$ cat src/rtl/tpu_pkg.sv
// Shared TPU definitions: feeder state encoding, default geometry and the
// lane-slicing macro used on N*DATA_W operand buses.
`ifndef TPU_LANE
`define TPU_LANE(bus, i, w) bus[(i)*(w) +: (w)]
`endif

package tpu_pkg;
  localparam int TPU_DATA_W = 8;
  localparam int TPU_N      = 4;
  localparam int TPU_K_MAX  = 16;

  typedef enum logic [1:0] {
    ST_IDLE   = 2'd0,
    ST_LOAD   = 2'd1,
    ST_STREAM = 2'd2,
    ST_DONE   = 2'd3
  } feeder_state_t;
endpackage

$ cat src/rtl/tile_buffer.sv
// One-tile operand store: a single full-vector write port and N independent
// per-lane read ports, each returning only its own lane slice.
module tile_buffer
  import tpu_pkg::*;
#(
  parameter int N      = TPU_N,
  parameter int DATA_W = TPU_DATA_W,
  parameter int K_MAX  = TPU_K_MAX,
  localparam int AW    = (K_MAX > 1) ? $clog2(K_MAX) : 1
) (
  input  logic                clk,
  input  logic                we,
  input  logic [AW-1:0]       waddr,
  input  logic [N*DATA_W-1:0] wdata,
  input  logic [N*AW-1:0]     raddr,
  output logic [N*DATA_W-1:0] rdata
);
  logic [N*DATA_W-1:0] mem_q [K_MAX];

  always_ff @(posedge clk) begin
    if (we) mem_q[waddr] <= wdata;
  end

  always_comb begin
    rdata = '0;
    for (int i = 0; i < N; i++)
      `TPU_LANE(rdata, i, DATA_W) = `TPU_LANE(mem_q[raddr[i*AW +: AW]], i, DATA_W);
  end
endmodule

$ cat src/rtl/systolic_skew_feeder.sv
// Left-edge feeder for the systolic array: loads one tile of A vectors, then
// streams them with lane i delayed by i cycles, zero-filling outside the tile.
module systolic_skew_feeder
  import tpu_pkg::*;
#(
  parameter int N      = TPU_N,
  parameter int DATA_W = TPU_DATA_W,
  parameter int K_MAX  = TPU_K_MAX,
  localparam int KW    = $clog2(K_MAX + 1),
  localparam int AW    = (K_MAX > 1) ? $clog2(K_MAX) : 1,
  localparam int TW    = $clog2(K_MAX + N)
) (
  input  logic                clk,
  input  logic                rst_n,
  input  logic                start,
  input  logic [KW-1:0]       k_len,
  input  logic                in_valid,
  output logic                in_ready,
  input  logic [N*DATA_W-1:0] in_data,
  output logic [N*DATA_W-1:0] out_data,
  output logic [N-1:0]        out_valid,
  output logic                en,
  output logic                busy,
  output logic                done
);
  feeder_state_t       state_q, state_d;
  logic [KW-1:0]       k_len_q, k_len_d;
  logic [AW-1:0]       wr_ptr_q, wr_ptr_d;
  logic [TW-1:0]       t_q, t_d;
  logic [N*DATA_W-1:0] out_data_q, out_data_d;
  logic [N-1:0]        out_valid_q, out_valid_d;
  logic                en_q, en_d, done_q, done_d;
  logic [N*AW-1:0]     rd_addr;
  logic [N*DATA_W-1:0] rd_data;
  logic [N-1:0]        lane_hit;
  logic                start_ok, beat, last_beat, last_step;

  assign start_ok  = start && (k_len != '0) && (32'(k_len) <= K_MAX);
  assign beat      = (state_q == ST_LOAD) && in_valid;
  assign last_beat = beat && (32'(wr_ptr_q) == 32'(k_len_q) - 32'd1);
  assign last_step = (state_q == ST_STREAM) &&
                     (32'(t_q) == 32'(k_len_q) + 32'(N) - 32'd2);

  tile_buffer #(.N(N), .DATA_W(DATA_W), .K_MAX(K_MAX)) u_buf (
    .clk   (clk),
    .we    (beat),
    .waddr (wr_ptr_q),
    .wdata (in_data),
    .raddr (rd_addr),
    .rdata (rd_data)
  );

  // j = t - i with the borrow checked first, so an idle lane never forms an address
  always_comb begin
    rd_addr  = '0;
    lane_hit = '0;
    for (int i = 0; i < N; i++) begin
      if (32'(t_q) >= 32'(i) && (32'(t_q) - 32'(i)) < 32'(k_len_q)) begin
        lane_hit[i]            = 1'b1;
        rd_addr[i*AW +: AW]    = AW'(32'(t_q) - 32'(i));
      end
    end
  end

  always_ff @(posedge clk) begin
    if (!rst_n) state_q <= ST_IDLE;
    else        state_q <= state_d;
  end

  always_comb begin
    state_d = state_q;
    case (state_q)
      ST_IDLE: begin
        if (start && k_len == '0) state_d = ST_DONE;
        else if (start_ok)        state_d = ST_LOAD;
      end
      ST_LOAD:   if (last_beat) state_d = ST_STREAM;
      ST_STREAM: if (last_step) state_d = ST_DONE;
      default:   state_d = ST_IDLE;
    endcase
  end

  always_comb begin
    k_len_d     = k_len_q;
    wr_ptr_d    = wr_ptr_q;
    t_d         = '0;
    out_data_d  = '0;
    out_valid_d = '0;
    done_d      = 1'b0;
    case (state_q)
      ST_IDLE: begin
        if (start_ok) begin
          k_len_d  = k_len;
          wr_ptr_d = '0;
        end
        done_d = start && (k_len == '0);
      end
      ST_LOAD: if (beat) wr_ptr_d = wr_ptr_q + AW'(1);
      ST_STREAM: begin
        if (!last_step) t_d = t_q + TW'(1);
        out_valid_d = lane_hit;
        for (int i = 0; i < N; i++)
          if (lane_hit[i]) `TPU_LANE(out_data_d, i, DATA_W) = `TPU_LANE(rd_data, i, DATA_W);
        done_d = last_step;
      end
      default: ;
    endcase
    en_d = |out_valid_d;
  end

  always_ff @(posedge clk) begin
    if (!rst_n) begin
      k_len_q     <= '0;
      wr_ptr_q    <= '0;
      t_q         <= '0;
      out_data_q  <= '0;
      out_valid_q <= '0;
      en_q        <= 1'b0;
      done_q      <= 1'b0;
    end else begin
      k_len_q     <= k_len_d;
      wr_ptr_q    <= wr_ptr_d;
      t_q         <= t_d;
      out_data_q  <= out_data_d;
      out_valid_q <= out_valid_d;
      en_q        <= en_d;
      done_q      <= done_d;
    end
  end

  assign in_ready  = (state_q == ST_LOAD);
  assign busy      = (state_q != ST_IDLE);
  assign out_data  = out_data_q;
  assign out_valid = out_valid_q;
  assign en        = en_q;
  assign done      = done_q;
endmodule

$ cat config.mk
export PLATFORM = sky130hd
export DESIGN_NAME = systolic_skew_feeder
export DESIGN_NICKNAME = d
export VERILOG_FILES = /design/src/rtl/tpu_pkg.sv /design/src/rtl/tile_buffer.sv /design/src/rtl/systolic_skew_feeder.sv
export SDC_FILE = /design/constraint.sdc
export NUM_CORES = 1
export LEC_CHECK = 0
export CORE_MARGIN = 4
export CORE_UTILIZATION = 50
export CTS_BUF_LIST = sky130_fd_sc_hd__clkbuf_8
export DETAILED_ROUTE_END_ITERATION = 16
export DONT_BUFFER_PORTS = 1
export SETUP_SLACK_MARGIN = 0.05
export SYNTH_ARGS = -nofsm -noshare
export SYNTH_HDL_FRONTEND = slang
export SYNTH_SLANG_ARGS = --single-unit
$ cat constraint.sdc
create_clock -name clk -period 5 [get_ports clk]
set_clock_uncertainty 0.1 [all_clocks]
set_input_delay 1.5 -clock clk [delete_from_list [all_inputs] [get_ports clk]]
set_output_delay 1.5 -clock clk [all_outputs]
set_load 0.005 [all_outputs]
### After elaboration in Yosys (flattened, before gate mapping)

Memories as Yosys holds them, arrays and structs flattened. A register that Yosys moved wholly into a read port is not among the register bits.
Index checks and enable logic that the tools add are counted.
Widths: inputs -> output; s select.

* memories kept: 1
* word-level logic and storage cells: 82
* RAM bits: 512
* latch bits: 0
* output and inout bits: 40
* ROM bits: 0
* register bits: 22
* bits of input ports: 41

* reduce and logical (&&, ||, !) cells: 27
* shifts and indexed selects: 0
* multiplexer cells: 20
* add/sub/neg operators: 8
* $lt $le $gt $ge: 8
* multipliers: 0
* bitwise operators: 2
* equality and inequality tests: 9
* divide/modulo/power cells: 0

Memory list
* u_buf.mem_q: depth 16, width 32, read ports 4, clocked after Yosys merged registers in 4, wr ports 1, line tile_buffer.sv:18 `logic [N*DATA_W-1:0] mem_q [K_MAX];`

Operators by type and width (count)
* $lt 32x5->1: 3
* $eq 4x32->1: 1
* $eq 5x32->1: 1
* $mux 4: 7
* $reduce_and 3->1: 6
* $sub 5x1->6 const B: 2
* $sub 5x2->6 const B: 2
* $ge 5x2->1 const B: 2
* $logic_and 1x1->1: 9
* $mux 2: 4
* $pmux 4 s2: 1
* $sub 6x2->7 const B: 1
* $add 5x3->6 const B: 1
* $mux 1: 6
* $pmux 2 s3: 1
* $add 5x1->5 const B: 1
* $ge 5x1->1 const B: 1
* $le 5x5->1 const B: 1
* $logic_not 5->1: 1
* $lt 5x5->1: 1
* $reduce_bool 5->1: 1
* $add 4x1->4 const B: 1
* $logic_not 1->1: 4
* $ne 2x1->1 const B: 2
* 11 further kinds: 14

### Logic depth before layout (Yosys ltp)

* word-level depth: 6
* mapped depth: 16
* depth with buffers taken out: 12

### Hierarchy

From an unflattened synthesis, not the netlist that was laid out.

* cells, all modules: 1107
* area total of the unflattened synthesis: 22427.8 um^2

Modules (own cells, without submodules)
* tile_buffer: seq. area each 15374.7 um^2, area each 19616.3 um^2, cells each 815, times used 1
* systolic_skew_feeder: seq. area each 1081.0 um^2, area each 2811.4 um^2, cells each 292, times used 1

### Worst setup path before layout

Ideal clock, no wire load.

* path kind: input to register
* start point: input in_valid
* end point: memory u_buf.mem_q[2][0] (netlist name), enable pin
* path slack: 0.375 ns
* stages: 3
* library setup time: 0.461 ns
* buffers on the path: 0
* required time: 4.439 ns
* arrival time: 4.064 ns
* path through: and2_0 -> nand2_1 -> nor3_1

* longest elaborated chain between the ends: 3

Ends and longest elaborated chain
* from (decl): line systolic_skew_feeder.sv:17 `input logic in_valid,`
* $logic_and 1x1->1: line systolic_skew_feeder.sv:39 `assign beat = (state_q == ST_LOAD) && in_valid;`
* $mux 1: line tile_buffer.sv:21 `if (we) mem_q[waddr] <= wdata;`
* $mux 1 (not written as such): line tile_buffer.sv:21
* to (decl): line tile_buffer.sv:18

No other way between the ends.

### Worst setup path in the final report

* start point: register t_q[0]
* end point: register out_data_q[28] (netlist: out_data[28])

* longest elaborated chain between the ends: 6
* elaborated cells between the ends (all ways): 8
* classes of those cells: add/sub (1); order compare (2); mux (2); reduce/logical (3)

Ends and longest elaborated chain
* from (decl): line systolic_skew_feeder.sv:29 `logic [TW-1:0] t_q, t_d;`
* from (signal assigned): line systolic_skew_feeder.sv:123 `t_q <= t_d;`
* $sub 5x2->6: line systolic_skew_feeder.sv:60 `rd_addr[i*AW +: AW] = AW'(32'(t_q) - 32'(i));`
* $lt 32x5->1: line systolic_skew_feeder.sv:58 `if (32'(t_q) >= 32'(i) && (32'(t_q) - 32'(i)) < 32'(k_len_q)) begin`
* $logic_and 1x1->1: line systolic_skew_feeder.sv:58
* $mux 1: line systolic_skew_feeder.sv:58
* $reduce_and 3->1 (no line)
* $logic_not 1->1 (no line)
* to (signal assigned): line systolic_skew_feeder.sv:124 `out_data_q <= out_data_d;`
* to (decl): line systolic_skew_feeder.sv:30 `logic [N*DATA_W-1:0] out_data_q, out_data_d;`

Several ways; a longest one is shown, not always the timed one.
A chain may end at the register's enable or synchronous reset.

==> qor.txt <==
status = complete, no violations
Pre-antenna DRT Iters = 5
DP Cell Count = 1,911
Post-Layout Cell Count = 2,084
Setup crit start kind = register
GRT overflow = 0
P&R area growth vs syn = 12.41%
Cells after Synth = 1,337
setup ws final = 0.5206 ns
worst path required time = 5.46 ns
worst-path cell chain = ha_1 > xor2_1 > inv_1 > ha_1 > a21oi_1 > o32ai_2 > or3_1 > nor3_1 > o21ai_0 > o32ai_1
fin. max-slew vios = 0
sequential-to-total area share from yosys stat = 0.7342
CP max FO = 16
I/O pin count = 81
CTS buffer count = 92
row cnt = 77
top_reg_cell synth = edfxtp_1
final HPWL from detailed placement = 30,800 um
GPL Wtd Cong = 0.7981
Cell Area, Synth = 22,410 um2
Switching Share = 0.2330
DRC viols = 0
slowest stage delay, CP = 0.66 ns
Fillers = 3,444
final hold viol count = 0
# setup viols final = 0
most frequent cells in the layout = edfxtp_1 (512), clkbuf_8 (103), o21ai_0 (74), inv_1 (73), mux2i_1 (64)
worst-margin pin slew = 1.187 ns
first-pass GRT wire length = 78,580 um
Distinct cells, synth = 66
vias in the first global route = 12,370
power density over cell area = 389.0 nW/um2
vias post-DR = 12,260
Logic pwr share = 0.079
async set-reset flop share out of synthesis = 0
total net switching power = 2284 uW
Max-cap violations = 0
RSZ-0062 raised after global routing = false
worst-skew pair later-pin latency = 0.66 ns
Yosys Warn Count = 0
Reg power frac = 0.537
Initial Util = 0.5069
Max Root-Sink Buffers = 3
PortBufs = 0
initial antenna violation count = 0
commonest non-fill, non-tap cell in the layout = edfxtp_1
setup TNS = 0 ns
Root Driver = clkbuf_8
Critical Path AT = 4.94 ns
fin crit share = 0.8959
H-tree levels = 3
leakage = 0.008019 uW
Synth Register Bits = 566
drt initial violations = 936
Mapped Avg Cell Area = 16.76 um2
Post-Route WL = 52,260 um
Worst Hold Class = register to register
die area = 48,280 um2
Wirelength per Cell = 25.07 um
core area = 44,220 um2
Hold Slack = 0.4096 ns
syn_nets = 1,416
layout cells sized above 1 = 0.1810
Clk pin slew, worst setup/hold paths = 0.06 ns
CTS tree = yes
NumNets Final = 1,492
VDD IR max = 290.4 uV
Clock Power Share = 0.384
crit path capture type = register
drt via density = 5.881
Hold Buf Count CTS = 0
Post-Place Worst Slack = 0.6635 ns
Total GRT Usage = 0.2192
diode count = 0
largest net degree at the start of global routing = 64
Crit-path slowest cell = nor3_1
P_int = 7517 uW
number of setup buffers added after CTS = 0
Slew HR = 0.2060
Post-CTS Resized = 0
die width = 219.7 um
EDFF count, synth = 512
Crit path top cell by count = ha_1
Final min period = 4.479 ns
Routed Antenna Nets = 0
Fmax = 0.2232 GHz
Clock Sinks = 566
critical path type = register to register
Final Total Pwr = 9801 uW
die height = 219.7 um
==> final cells by class <==
class | instances | area, um2 | share of cell area
tap | 592 | 740.7 | 0.02940
multi-input combinational | 676 | 5679 | 0.2254
timing repair buffer | 46 | 432.9 | 0.01718
clock inverter | 70 | 345.3 | 0.01371
clock buffer | 103 | 1418 | 0.05626
sequential | 566 | 16460 | 0.6534
inverter | 31 | 116.4 | 0.004618
==> metrics by stage <==
stage / utilization / area (um2)
after floorplan: - / 22410
after global placement: 0.5299 / 23430
after detailed placement: 0.5299 / 23430
after CTS: 0.5698 / 25200
after global routing: 0.5698 / 25200
final: 0.5698 / 25200
==> final timing paths <==
| path | to | slack, ns | startpoint | cells past startpoint |
|---|---|---|---|---|
| max reg2reg | out_data[28]$_SDFF_PN0_ | 0.52 | t_q[0]$_SDFF_PP0_ | 10 |
| min reg2reg | state_q[1]$_SDFFE_PN0P_ | 0.41 | state_q[1]$_SDFFE_PN0P_ | 2 |
| min | state_q[1]$_SDFFE_PN0P_ | 0.41 | state_q[1]$_SDFFE_PN0P_ | 2 |
| max | out_data[28]$_SDFF_PN0_ | 0.52 | t_q[0]$_SDFF_PP0_ | 10 |
==> state kept, by name, summed over array words and instances, names as in the netlist <==
| name | cells |
|---|---|
| wr_ptr_q | 4 |
| en | 1 |
| t_q | 5 |
| done | 1 |
| u_buf.mem_q | 512 |
| out_valid | 4 |
| out_data | 32 |
| k_len_q | 5 |
| state_q | 2 |
==> power groups by stage <==
stage,Sequential (uW),Clock (uW),Combinational [uW]
final,5260,3760,777
after global routing,5270,4090,851
after CTS,5260,3850,788
after detailed placement,5360,0,784
after global placement,5360,0,780
after floorplan,5350,0,572
==> synthesized netlist by cell type, drive strengths merged (11+ instances only) <==
| cell type | n | area [um2] |
|---|---|---|
| mux2i | 64 | 640.6 |
| a21oi | 40 | 200.2 |
| clkbuf | 37 | 138.9 |
| xnor2 | 13 | 113.9 |
| buf | 27 | 143.9 |
| inv | 31 | 116.4 |
| nor2 | 73 | 276.5 |
| a221oi | 20 | 175.2 |
| nand2 | 40 | 150.1 |
| mux2 | 26 | 296.5 |
| dfxtp | 54 | 1081 |
| edfxtp | 512 | 15370 |
| o211ai | 11 | 82.58 |
| mux4 | 52 | 1171 |
| o32ai | 11 | 103.9 |
| ha | 38 | 475.5 |
| nor3 | 13 | 65.06 |
| a211oi | 18 | 135.1 |
| o22ai | 28 | 175.2 |
| nand3 | 17 | 85.08 |
| o21ai | 76 | 380.4 |
==> logic make-up after synthesis <==
family          synth area share
xor+xnor                0.007815
fa+ha+maj                0.02121
mux                      0.09406
compound gates           0.08027
buf+inv                  0.01781
simple gates             0.04466
flops                     0.7342
==> routing by layer <==
metal | part of all wire | track usage
met4 | 0.018 | 0.05652
met3 | 0.060 | 0.04840
met5 | 0 | 0
met1 | 0.43 | 0.3029
met2 | 0.49 | 0.3578
==> worst max-delay path, delay by kind of cell, from the launching register on <==
kind / cells / cell delay [ns]
AO/OA/AOI/OAI: 4 / 0.81
XOR/XNOR: 1 / 0.52
adder cells (fa/ha/maj): 2 / 0.62
buffers and inverters: 1 / 0.50
flip-flops: 1 / 0.51
AND/OR/NAND/NOR: 2 / 1.31
No activity file was read; power rests on OpenSTA's default activity.
